==> config.mk <==
export PLATFORM = sky130hd
export DESIGN_NAME = fp_compare_pipe
export DESIGN_NICKNAME = d
export VERILOG_FILES = /design/src/rtl/fp_compare_pipe_pkg.sv /design/src/rtl/fp_compare_core.sv /design/src/rtl/fp_compare_pipe.sv
export SDC_FILE = /design/constraint.sdc
export NUM_CORES = 1
export LEC_CHECK = 0
export CORE_MARGIN = 1.5
export CORE_UTILIZATION = 44
export DETAILED_ROUTE_END_ITERATION = 10
export GPL_TIMING_DRIVEN = 0
export PLACE_DENSITY = 0.82
export SYNTH_ARGS = -nofsm -noshare
export SYNTH_HDL_FRONTEND = slang
export SYNTH_SLANG_ARGS = --single-unit
==> constraint.sdc <==
create_clock -name clk -period 3.3 [get_ports clk]
set_input_delay 0.33 -clock clk [delete_from_list [all_inputs] [get_ports clk]]
set_output_delay 0.33 -clock clk [all_outputs]
set_load 0.1 [all_outputs]
==> src/rtl/fp_compare_pipe_pkg.sv <==
// Shared types for the pipelined floating-point comparator.
//   fp_compare_command_e : 3-bit op select carried on reqCommand
//   FCLASS_*             : bit positions of the RISC-V FCLASS one-hot mask
//   fflags_t             : IEEE exception flags {NV,DZ,OF,UF,NX}
package fp_compare_pipe_pkg;

  typedef enum logic [2:0] {
    CMD_EQ    = 3'd0,
    CMD_LT    = 3'd1,
    CMD_LE    = 3'd2,
    CMD_MIN   = 3'd3,
    CMD_MAX   = 3'd4,
    CMD_CLASS = 3'd5
  } fp_compare_command_e;

  localparam int FCLASS_NEG_INF       = 0;
  localparam int FCLASS_NEG_NORMAL    = 1;
  localparam int FCLASS_NEG_SUBNORMAL = 2;
  localparam int FCLASS_NEG_ZERO      = 3;
  localparam int FCLASS_POS_ZERO      = 4;
  localparam int FCLASS_POS_SUBNORMAL = 5;
  localparam int FCLASS_POS_NORMAL    = 6;
  localparam int FCLASS_POS_INF       = 7;
  localparam int FCLASS_SNAN          = 8;
  localparam int FCLASS_QNAN          = 9;
  localparam int FCLASS_WIDTH         = 10;

  typedef struct packed {
    logic nv;
    logic dz;
    logic of;
    logic uf;
    logic nx;
  } fflags_t;

endpackage

==> src/rtl/fp_compare_core.sv <==
// Combinational single-op FP compare / min / max / classify.
//   cmd        : fp_compare_command_e encoding
//   src1, src2 : IEEE-754 operands (src2 unused for CMD_CLASS)
//   int_result : Eq/Lt/Le boolean in bit 0, or FCLASS mask in bits 9:0
//   fp_result  : Min/Max result, 0 for every other command
//   flags      : only NV can be raised by these operations
module fp_compare_core
  import fp_compare_pipe_pkg::*;
#(
  parameter int EXPONENT_WIDTH = 8,
  parameter int FRACTION_WIDTH = 23,
  localparam int WIDTH = 1 + EXPONENT_WIDTH + FRACTION_WIDTH
) (
  input  logic [2:0]       cmd,
  input  logic [WIDTH-1:0] src1,
  input  logic [WIDTH-1:0] src2,
  output logic [31:0]      int_result,
  output logic [WIDTH-1:0] fp_result,
  output fflags_t          flags
);

  localparam logic [WIDTH-1:0] CANONICAL_QNAN =
    {1'b0, {EXPONENT_WIDTH{1'b1}}, 1'b1, {(FRACTION_WIDTH-1){1'b0}}};

  logic                      a_sign, b_sign;
  logic [EXPONENT_WIDTH-1:0] a_exp, b_exp;
  logic [FRACTION_WIDTH-1:0] a_frac, b_frac;
  logic [WIDTH-2:0]          a_mag, b_mag;

  assign {a_sign, a_exp, a_frac} = src1;
  assign {b_sign, b_exp, b_frac} = src2;
  assign a_mag = src1[WIDTH-2:0];
  assign b_mag = src2[WIDTH-2:0];

  logic a_exp_ones, a_exp_zero, a_frac_zero;
  logic b_exp_ones, b_exp_zero, b_frac_zero;
  logic a_zero, a_sub, a_norm, a_inf, a_nan, a_snan;
  logic b_zero, b_nan, b_snan;

  assign a_exp_ones  = &a_exp;
  assign a_exp_zero  = ~|a_exp;
  assign a_frac_zero = ~|a_frac;
  assign b_exp_ones  = &b_exp;
  assign b_exp_zero  = ~|b_exp;
  assign b_frac_zero = ~|b_frac;

  assign a_zero = a_exp_zero & a_frac_zero;
  assign a_sub  = a_exp_zero & ~a_frac_zero;
  assign a_norm = ~a_exp_zero & ~a_exp_ones;
  assign a_inf  = a_exp_ones & a_frac_zero;
  assign a_nan  = a_exp_ones & ~a_frac_zero;
  // A NaN is signalling when the quiet bit (fraction MSB) is clear.
  assign a_snan = a_nan & ~a_frac[FRACTION_WIDTH-1];

  assign b_zero = b_exp_zero & b_frac_zero;
  assign b_nan  = b_exp_ones & ~b_frac_zero;
  assign b_snan = b_nan & ~b_frac[FRACTION_WIDTH-1];

  logic any_nan, any_snan, both_zero;
  assign any_nan   = a_nan | b_nan;
  assign any_snan  = a_snan | b_snan;
  assign both_zero = a_zero & b_zero;

  // Sign-magnitude ordering in which -0 sorts below +0. Min/Max use it
  // directly; Lt masks out the +/-0 pair so that they compare equal.
  logic a_below_b;
  always_comb begin
    if (a_sign != b_sign) begin
      a_below_b = a_sign;
    end else if (a_sign) begin
      a_below_b = a_mag > b_mag;
    end else begin
      a_below_b = a_mag < b_mag;
    end
  end

  logic is_eq, is_lt, is_le;
  assign is_eq = ~any_nan & ((src1 == src2) | both_zero);
  assign is_lt = ~any_nan & ~both_zero & a_below_b;
  assign is_le = is_eq | is_lt;

  logic [FCLASS_WIDTH-1:0] class_mask;
  always_comb begin
    class_mask = '0;
    class_mask[FCLASS_NEG_INF]       = a_sign & a_inf;
    class_mask[FCLASS_NEG_NORMAL]    = a_sign & a_norm;
    class_mask[FCLASS_NEG_SUBNORMAL] = a_sign & a_sub;
    class_mask[FCLASS_NEG_ZERO]      = a_sign & a_zero;
    class_mask[FCLASS_POS_ZERO]      = ~a_sign & a_zero;
    class_mask[FCLASS_POS_SUBNORMAL] = ~a_sign & a_sub;
    class_mask[FCLASS_POS_NORMAL]    = ~a_sign & a_norm;
    class_mask[FCLASS_POS_INF]       = ~a_sign & a_inf;
    class_mask[FCLASS_SNAN]          = a_snan;
    class_mask[FCLASS_QNAN]          = a_nan & ~a_snan;
  end

  // Min/Max share the NaN handling; only the final ordered pick differs.
  logic [WIDTH-1:0] min_result, max_result;
  always_comb begin
    if (a_nan & b_nan) begin
      min_result = CANONICAL_QNAN;
      max_result = CANONICAL_QNAN;
    end else if (a_nan) begin
      min_result = src2;
      max_result = src2;
    end else if (b_nan) begin
      min_result = src1;
      max_result = src1;
    end else begin
      min_result = a_below_b ? src1 : src2;
      max_result = a_below_b ? src2 : src1;
    end
  end

  always_comb begin
    int_result = '0;
    fp_result  = '0;
    flags      = '0;
    case (fp_compare_command_e'(cmd))
      CMD_EQ: begin
        int_result[0] = is_eq;
        flags.nv      = any_snan;   // quiet comparison
      end
      CMD_LT: begin
        int_result[0] = is_lt;
        flags.nv      = any_nan;    // signalling comparison
      end
      CMD_LE: begin
        int_result[0] = is_le;
        flags.nv      = any_nan;
      end
      CMD_MIN: begin
        fp_result = min_result;
        flags.nv  = any_snan;
      end
      CMD_MAX: begin
        fp_result = max_result;
        flags.nv  = any_snan;
      end
      CMD_CLASS: begin
        int_result[FCLASS_WIDTH-1:0] = class_mask;
      end
      default: ;
    endcase
  end

endmodule

==> src/rtl/fp_compare_pipe.sv <==
// Pipelined FP comparator with valid/ready handshake, tag and flush.
//   clk, rst         : clock, synchronous active-low reset
//   flush            : discard every in-flight op at the next edge
//   reqValid/Ready   : request handshake (reqCommand, reqTag, reqSrc1/2)
//   respValid/Ready  : response handshake (respTag, respIntResult,
//                      respFpResult, respFlags); all zero when idle
// The op is evaluated by fp_compare_core on acceptance and its result
// enters stage 0; stages 1..LATENCY-1 only move results. The last stage
// drives the response, so an op shows up LATENCY cycles after acceptance.
module fp_compare_pipe
  import fp_compare_pipe_pkg::*;
#(
  parameter int EXPONENT_WIDTH = 8,
  parameter int FRACTION_WIDTH = 23,
  parameter int LATENCY        = 2,
  parameter int TAG_WIDTH      = 4,
  localparam int WIDTH = 1 + EXPONENT_WIDTH + FRACTION_WIDTH
) (
  input  logic                 clk,
  input  logic                 rst,
  input  logic                 flush,
  input  logic                 reqValid,
  output logic                 reqReady,
  input  logic [2:0]           reqCommand,
  input  logic [TAG_WIDTH-1:0] reqTag,
  input  logic [WIDTH-1:0]     reqSrc1,
  input  logic [WIDTH-1:0]     reqSrc2,
  output logic                 respValid,
  input  logic                 respReady,
  output logic [TAG_WIDTH-1:0] respTag,
  output logic [31:0]          respIntResult,
  output logic [WIDTH-1:0]     respFpResult,
  output fflags_t              respFlags
);

  typedef struct packed {
    logic [TAG_WIDTH-1:0] tag;
    logic [31:0]          int_result;
    logic [WIDTH-1:0]     fp_result;
    fflags_t              flags;
  } stage_t;

  // ---------------------------------------------------------------------
  // Compute on the incoming request
  // ---------------------------------------------------------------------
  logic [31:0]      core_int_result;
  logic [WIDTH-1:0] core_fp_result;
  fflags_t          core_flags;
  stage_t           core_data;

  fp_compare_core #(
    .EXPONENT_WIDTH(EXPONENT_WIDTH),
    .FRACTION_WIDTH(FRACTION_WIDTH)
  ) u_core (
    .cmd       (reqCommand),
    .src1      (reqSrc1),
    .src2      (reqSrc2),
    .int_result(core_int_result),
    .fp_result (core_fp_result),
    .flags     (core_flags)
  );

  assign core_data = '{tag:        reqTag,
                       int_result: core_int_result,
                       fp_result:  core_fp_result,
                       flags:      core_flags};

  // ---------------------------------------------------------------------
  // Bubble-collapsing handshake
  // ---------------------------------------------------------------------
  logic   stage_valid_q [LATENCY];
  stage_t stage_data_q  [LATENCY];
  logic [LATENCY-1:0] valid_vec;

  // load[i]: stage i may take new contents this cycle.
  // load[LATENCY] stands for the consumer, so the last stage needs no
  // special case. adv[i]: stage i hands its op downstream this cycle.
  logic [LATENCY:0]   load;
  logic [LATENCY-1:0] adv;

  always_comb begin
    load          = '0;
    adv           = '0;
    load[LATENCY] = respReady;
    for (int i = LATENCY - 1; i >= 0; i--) begin
      adv[i]  = valid_vec[i] & load[i+1];
      load[i] = ~valid_vec[i] | adv[i];
    end
  end

  logic req_accept;
  assign reqReady   = rst & ~flush & load[0];
  assign req_accept = reqValid & reqReady;

  // ---------------------------------------------------------------------
  // Stage registers
  // ---------------------------------------------------------------------
  for (genvar gi = 0; gi < LATENCY; gi++) begin : g_stage
    logic   in_valid;
    stage_t in_data;
    logic   stage_valid_d;
    stage_t stage_data_d;

    if (gi == 0) begin : g_head
      assign in_valid = req_accept;
      assign in_data  = core_data;
    end else begin : g_body
      assign in_valid = adv[gi-1];
      assign in_data  = stage_data_q[gi-1];
    end

    assign valid_vec[gi] = stage_valid_q[gi];

    always_comb begin
      stage_valid_d = stage_valid_q[gi];
      stage_data_d  = stage_data_q[gi];
      if (load[gi]) begin
        stage_valid_d = in_valid;
        // Payload only moves with a real op so a held response never
        // changes underneath a stalled consumer.
        if (in_valid) begin
          stage_data_d = in_data;
        end
      end
      if (flush) begin
        stage_valid_d = 1'b0;
      end
    end

    always_ff @(posedge clk) begin
      if (!rst) begin
        stage_valid_q[gi] <= 1'b0;
      end else begin
        stage_valid_q[gi] <= stage_valid_d;
      end
      // Payload is don't-care while invalid, so it is not reset.
      stage_data_q[gi] <= stage_data_d;
    end
  end

  // ---------------------------------------------------------------------
  // Response: masked so that idle outputs read as zero
  // ---------------------------------------------------------------------
  stage_t last_data;
  assign last_data     = stage_data_q[LATENCY-1];
  assign respValid     = valid_vec[LATENCY-1];
  assign respTag       = respValid ? last_data.tag        : '0;
  assign respIntResult = respValid ? last_data.int_result : '0;
  assign respFpResult  = respValid ? last_data.fp_result  : '0;
  assign respFlags     = respValid ? last_data.flags      : '0;

endmodule
==> results by group, run 1 <==
Finish
  • P&R area growth vs syn: 36.1%
  • Fin nets: 700
  • Commonest non-fill, non-tap cells in the layout: 123 x clkdlybuf4s50_1, 95 x edfxtp_1, 49 x and2_1
  • Final non-filler cell total: 739
  • Post-layout util: 62.0%
  • Antenna Cells: 0
  • Commonest non-fill, non-tap cell in the layout: clkdlybuf4s50_1
  • Multi-input logic area: 2100 µm²
  • Layout cells sized above 1: 12.4%
  • Fillers: 931
  • Register Area: 2870 µm²
  • Post-route cell area: 7140 µm²

Clocking
  • Num CTS Buffers: 9
  • Clk sinks: 96
  • Clk_lat worst skew: 0.34 ns
  • CTS clk-pin slew, worst paths: 0.06 ns
  • Root buf cell: clkbuf_16
  • Hold_buf cts: 0
  • Max Buffers Root-to-Sink: 2
  • Cts repair resizes: 0
  • TritonCTS clock tree: built
  • Number of H-tree levels: 3
  • Postcts setup bufs: 0

Outcome
  • Status: finished clean

GRT
  • Antenna violations before repair: 0
  • Largest net degree at the start of global routing: 48
  • Number of global-route vias before repair: 3821
  • GRT overflow: 0
  • First-pass GRT wire length: 19500 µm
  • Total GRT Usage: 20.0%

Die
  • DIE AREA: 12600 µm²
  • Boundary Pins: 151
  • # rows: 39
  • Die width: 112 µm
  • Initial Util: 45.6%
  • Die span in y: 112 µm
  • CORE AREA: 11500 µm²

STA
  • Hold Fails Final Rpt: 0
  • Final hold slack: 0.356 ns
  • Worst Skew: 0.00615 ns
  • Fin crit period: 3.14 ns
  • Max Clock Freq: 318 MHz
  • Tcrit/Tclk final: 95.2%
  • Worst slew margin: 29.3%
  • Pins over their slew limit: 0
  • Unrepaired setup endpoints after global routing: false
  • # setup viols final: 0
  • Worst-Margin Slew: 1.06 ns

Logic synthesis
  • Mux share of post-synthesis cell area: 0%
  • Synth Area in Simple Gates: 16.9%
  • Unique masters post-synth: 48
  • Syn Area/Cell: 12.2 µm²
  • Largest family of logic cells by synthesized area: simple AND/OR/NAND/NOR gates
  • Yosys warns: 0
  • Sequential area share after synthesis: 54.7%
  • Post-synthesis compound-gate area fraction: 12.3%
  • #FFs+latches synth: 96
  • Post-Synth Adder-Cell Area: 7.86%
  • Synth Instances: 431
  • Mapped cell area: 5250 µm²
  • Synth Area in XOR/XNOR: 0%

Worst setup path
  • Required @ worst endpoint: 3.49 ns
  • Data arrival time of the critical path: 3.33 ns
  • CP top delay family: compound AO/OA/AOI/OAI gates
  • Class of the most critical setup path: primary input to register
  • Crit Path Max Fanout: 10
  • Critical Path End Type: register
  • WP buf/inv: 3
  • CP max stage cell: clkdlybuf4s50_1
  • Slowest cell delay on critical path: 0.57 ns
  • Worst-path cell chain: clkdlybuf4s50_1 > inv_1 > ha_1 > a21oi_1 > o21ai_1 > a211oi_2 > o211ai_2 > a211oi_4 > nor3_2 > o32ai_2 > buf_4 > a32o_1
  • Startpoint types: primary input

Power
  • Switch share: 27.1%
  • Switching pwr: 842 µW
  • Pwr/cell area: 434 nW/µm²
  • Pint: 2.26 mW
  • Total power: 3.10 mW
  • Clock power frac: 35.6%
  • Leak: 2.58 nW
  • Peak VDD IR: 0.234 mV
  • Combinational share of power: 19.6%
  • Sequential Power Share: 44.8%

Routing
  • Routed vias: 3938
  • Iteration-0 DRC Markers: 300
  • Vias/cell: 5.33
  • Routed WL: 12400 µm
  • Post-DRT Antenna Nets: 0
  • Drc violations: 0
  • Detailed Routing Iterations Pass 1: 7
  • Post-DR wirelength/cell: 16.8 µm

Place
  • Buffers on Ports: 123
  • HPWL Detailed: 9800 µm
  • Gp weighted congestion: 0.914
  • Placed cells: 723
  • Placed Area: 6790 µm²

Flow run
  • Max_cap viols: 0

Worst hold path
  • HP Class: primary input to register
==> worst min-delay path: stages <==
cell and delay (ns):
buf_6 0.11, nand3_1 0.07, nor2_1 0.08
==> flip-flops by register name, indices dropped and copies added, names as in the netlist <==
name	flops
stage_valid_q	2
stage_data_q	94
==> final cells by class <==
cell class | count | area share [%]
Buffer | 41 | 4.10
Sequential cell | 96 | 40.2
Tap cell | 143 | 2.50
Clock inverter | 6 | 1.26
Timing Repair Buffer | 124 | 17.5
Inverter | 35 | 1.84
Multi-Input combinational cell | 284 | 29.4
Clock buffer | 10 | 3.21
==> kinds of logic after synthesis <==
kind of cell             after synthesis
buffers and inverters                 76
other                                  1
AND/OR/NAND/NOR                      145
adder cells (fa/ha/maj)               33
flip-flops                            96
AO/OA/AOI/OAI                         80
==> through the flow <==
step	TNS [ns]	setup WS, ns
global route	0	0.0183
finish	0	0.159
detailed placement	-5.57	-0.241
floorplan	0	0.0721
global placement	-4.15	-0.200
CTS	0	0.112
==> final timing paths <==
kind                                 start                           endpoint  slack [ns]  cells past startpoint
max                            reqSrc2[22]      stage_data_q[0][25]$_DFFE_PP_        0.16                     12
min                          reqCommand[2]  stage_data_q[0][46]$_SDFFCE_PN0P_        0.36                      3
max reg2reg     stage_valid_q[1]$_DFFE_PP_      stage_data_q[0][71]$_DFFE_PP_        1.20                      3
min reg2reg  stage_data_q[0][19]$_DFFE_PP_      stage_data_q[0][92]$_DFFE_PP_        0.42                      0
==> power by group through the flow <==
| stage | Clock (mW) | Combinational [mW] | Sequential (mW) |
|---|---|---|---|
| global route | 1.16 | 0.642 | 1.39 |
| global placement | 0 | 0.581 | 1.42 |
| detailed placement | 0 | 0.595 | 1.42 |
| floorplan | 0 | 0.400 | 1.42 |
| finish | 1.10 | 0.608 | 1.39 |
| CTS | 1.11 | 0.597 | 1.39 |
==> synth_stat cells (all sizes together) <==
master  number  area, µm²
o32ai        1       16.3
nand2       15       58.8
nor2        20       75.1
inv         35        131
conb         1       3.75
nor3b        1       7.51
and3         3       18.8
nand3b       3       22.5
a211o        1       8.76
edfxtp      95       2850
nor4        16        115
a22o         9       78.8
o221ai       1       8.76
or4          1       11.3
nand4b       1       8.76
nand3        5       25.0
a21o         1       8.76
a31oi        1       6.26
and2        50        313
nand4       14        119
a22oi        1       7.51
nor2b        5       31.3
a211oi       5       47.5
nand2b       1       6.26
o211ai       4       48.8
a32o        23        231
nor3        10       76.3
dfxtp        1       20.0
o21ai       12       63.8
ha          33        413
a32oi        1       8.76
clkbuf       8       30.0
a21oi       18       90.1
o311ai       1       16.3
buf         33        263
o22ai        1       6.26
==> per-layer routing <==
layer | global-route usage (%) | up-vias | wire length [µm]
met2 | 33.8 | 150 | 6140
met3 | 2.97 | 29 | 594
met1 | 25.6 | 1865 | 5330
met5 | 0 | - | 0
met4 | 8.86 | 0 | 371
li1 | - | 1894 | -
Power figures use the tool's default switching activity.
==> run 2, diff against run 1 <==
GPL_TIMING_DRIVEN = default   (was 0)
SLEW_MARGIN = 10   (was default)
==> run 2 against run 1 <==
Compared with the run above:
- the run now ends with DRC left
- sequential power is essentially flat
- global-route usage is 1.3 points higher
- worst hold slack gained 0.060 ns
- clock power down 9%
- combinational power up 7.2%
- wire length up 6.1%
- critical endpoint is now stage_data_q[0][30]$_DFFE_PP_
- largest cell class unchanged
==> results by group, run 2 (synthesized netlist as in run 1, its figures left out) <==
Routing
  • Routed WL: 13200 µm
  • Post-DRT Antenna Nets: 0
  • Drc violations: 7
  • Vias/cell: 5.32
  • Detailed Routing Iterations Pass 1: 10
  • Iteration-0 DRC Markers: 304
  • Post-DR wirelength/cell: 17.0 µm
  • Routed vias: 4136

Finish
  • Fillers: 939
  • P&R area growth vs syn: 39.1%
  • Biggest regs: stage_data_q: 94 flops, stage_valid_q: 2 flops
  • Layout cells sized above 1: 26.5%
  • Fin nets: 740
  • Commonest non-fill, non-tap cells in the layout: 128 x buf_4, 95 x edfxtp_1, 75 x clkdlybuf4s50_1
  • Commonest non-fill, non-tap cell in the layout: buf_4
  • Final non-filler cell total: 778
  • Post-layout util: 63.4%
  • Largest register FFs: 94
  • Antenna Cells: 0
  • Top reg by flops: stage_data_q
  • Post-route cell area: 7300 µm²

STA
  • # setup viols final: 0
  • Tcrit/Tclk final: 96.4%
  • Fin crit period: 3.18 ns
  • Max Clock Freq: 315 MHz
  • Pins over their slew limit: 0
  • Setup Total Neg Slack: 0 ns
  • Final WS setup: 0.120 ns
  • Final hold slack: 0.416 ns
  • Worst Skew: 0.00752 ns
  • Hold Fails Final Rpt: 0
  • Unrepaired setup endpoints after global routing: false
  • Worst-Margin Slew: 1.11 ns
  • Worst slew margin: 26.1%

Die
  • # rows: 39
  • Initial Util: 45.6%
  • CORE AREA: 11500 µm²
  • Boundary Pins: 151
  • Die width: 112 µm
  • DIE AREA: 12600 µm²
  • Die span in y: 112 µm

Worst setup path
  • CP max stage cell: clkdlybuf4s50_1
  • WP buf/inv: 3
  • Crit Path Max Fanout: 16
  • Required @ worst endpoint: 3.39 ns
  • Worst-path cell chain: clkdlybuf4s50_1 > inv_1 > ha_1 > a211oi_1 > nor2_1 > nor3_1 > o211ai_1 > buf_4 > a211o_1 > a21oi_2 > o32ai_4 > a22o_1
  • Class of the most critical setup path: primary input to register
  • Slowest cell delay on critical path: 0.51 ns
  • Critical Path End Type: register
  • Data arrival time of the critical path: 3.27 ns
  • CP top delay family: compound AO/OA/AOI/OAI gates
  • Startpoint types: primary input

Power
  • Combinational share of power: 21.4%
  • Leak: 2.85 nW
  • Peak VDD IR: 0.256 mV
  • Pint: 2.20 mW
  • Pwr/cell area: 417 nW/µm²
  • Clock power frac: 32.9%
  • Total power: 3.05 mW
  • Switching pwr: 844 µW
  • Sequential Power Share: 45.7%
  • Switch share: 27.7%

Clocking
  • Root buf cell: clkbuf_16
  • Number of H-tree levels: 3
  • Max Buffers Root-to-Sink: 2
  • Clk_lat worst skew: 0.34 ns
  • CTS clk-pin slew, worst paths: 0.06 ns
  • Num CTS Buffers: 9
  • TritonCTS clock tree: built
  • Clk sinks: 96

Flow run
  • Max_cap viols: 0

Place
  • Gp weighted congestion: 0.879
  • Buffers on Ports: 124
  • Placed cells: 762
  • HPWL Detailed: 10100 µm
  • Setup WS pre-CTS: -0.437 ns
  • Placed Area: 6990 µm²

GRT
  • Number of global-route vias before repair: 3950
  • Largest net degree at the start of global routing: 49
  • Antenna violations before repair: 0
  • First-pass GRT wire length: 20700 µm
  • GRT overflow: 0
  • Total GRT Usage: 21.2%

Outcome
  • Failing checks: DRC
  • Status: complete, but fails checks

Worst hold path
  • HP Class: register to register
==> run 2: changes by cell type in the layout (fill, tap and decap cells not counted), moves of 2 or more <==
cell and delta:
buf_6 -4, clkdlybuf4s50_1 -48, o32ai_4 +2, clkbuf_1 -8
buf_4 +99
==> run 2: layout make-up <==
type / count / area [µm²] / share of cell area, %
clock inverter: 5 / 57.6 / 0.788
multi-input combinational: 285 / 2100 / 28.8
clock buffer: 10 / 229 / 3.14
sequential: 96 / 2870 / 39.3
timing repair buffer: 204 / 1730 / 23.7
tap: 143 / 179 / 2.45
inverter: 35 / 131 / 1.80
==> run 2: worst paths after layout <==
kind / end / slack, ns / from / cells after the start
worst min-delay path: stage_data_q[0][95]$_DFFE_PP_ / 0.42 / stage_data_q[0][22]$_DFFE_PP_ / 0
worst max register to register: stage_data_q[0][19]$_DFFE_PP_ / 1.24 / stage_valid_q[1]$_DFFE_PP_ / 3
worst min register to register: stage_data_q[0][95]$_DFFE_PP_ / 0.42 / stage_data_q[0][22]$_DFFE_PP_ / 0
worst max-delay path: stage_data_q[0][30]$_DFFE_PP_ / 0.12 / reqSrc2[4] / 12
==> run 2: power by group through the flow <==
stage	logic, mW	clock network, mW	registers, mW
CTS	0.644	1.01	1.39
finish	0.652	1.00	1.39
global placement	0.627	0	1.42
detailed placement	0.637	0	1.42
floorplan	0.400	0	1.42
global route	0.689	1.06	1.40
==> run 2: what timing repair did <==
item                       CTS  global route
buffers inserted             0             0
setup endpoints to repair   31            31
hold buffers                 0             0
pin swaps                    1             0
cloned                       1             0
resized for setup            0             2
==> run 2: routing by layer <==
layer,global-route usage [%],routed length [µm]
met1,27.8,5590
met2,35.6,6410
met3,3.78,881
met4,7.85,323
met5,0,0
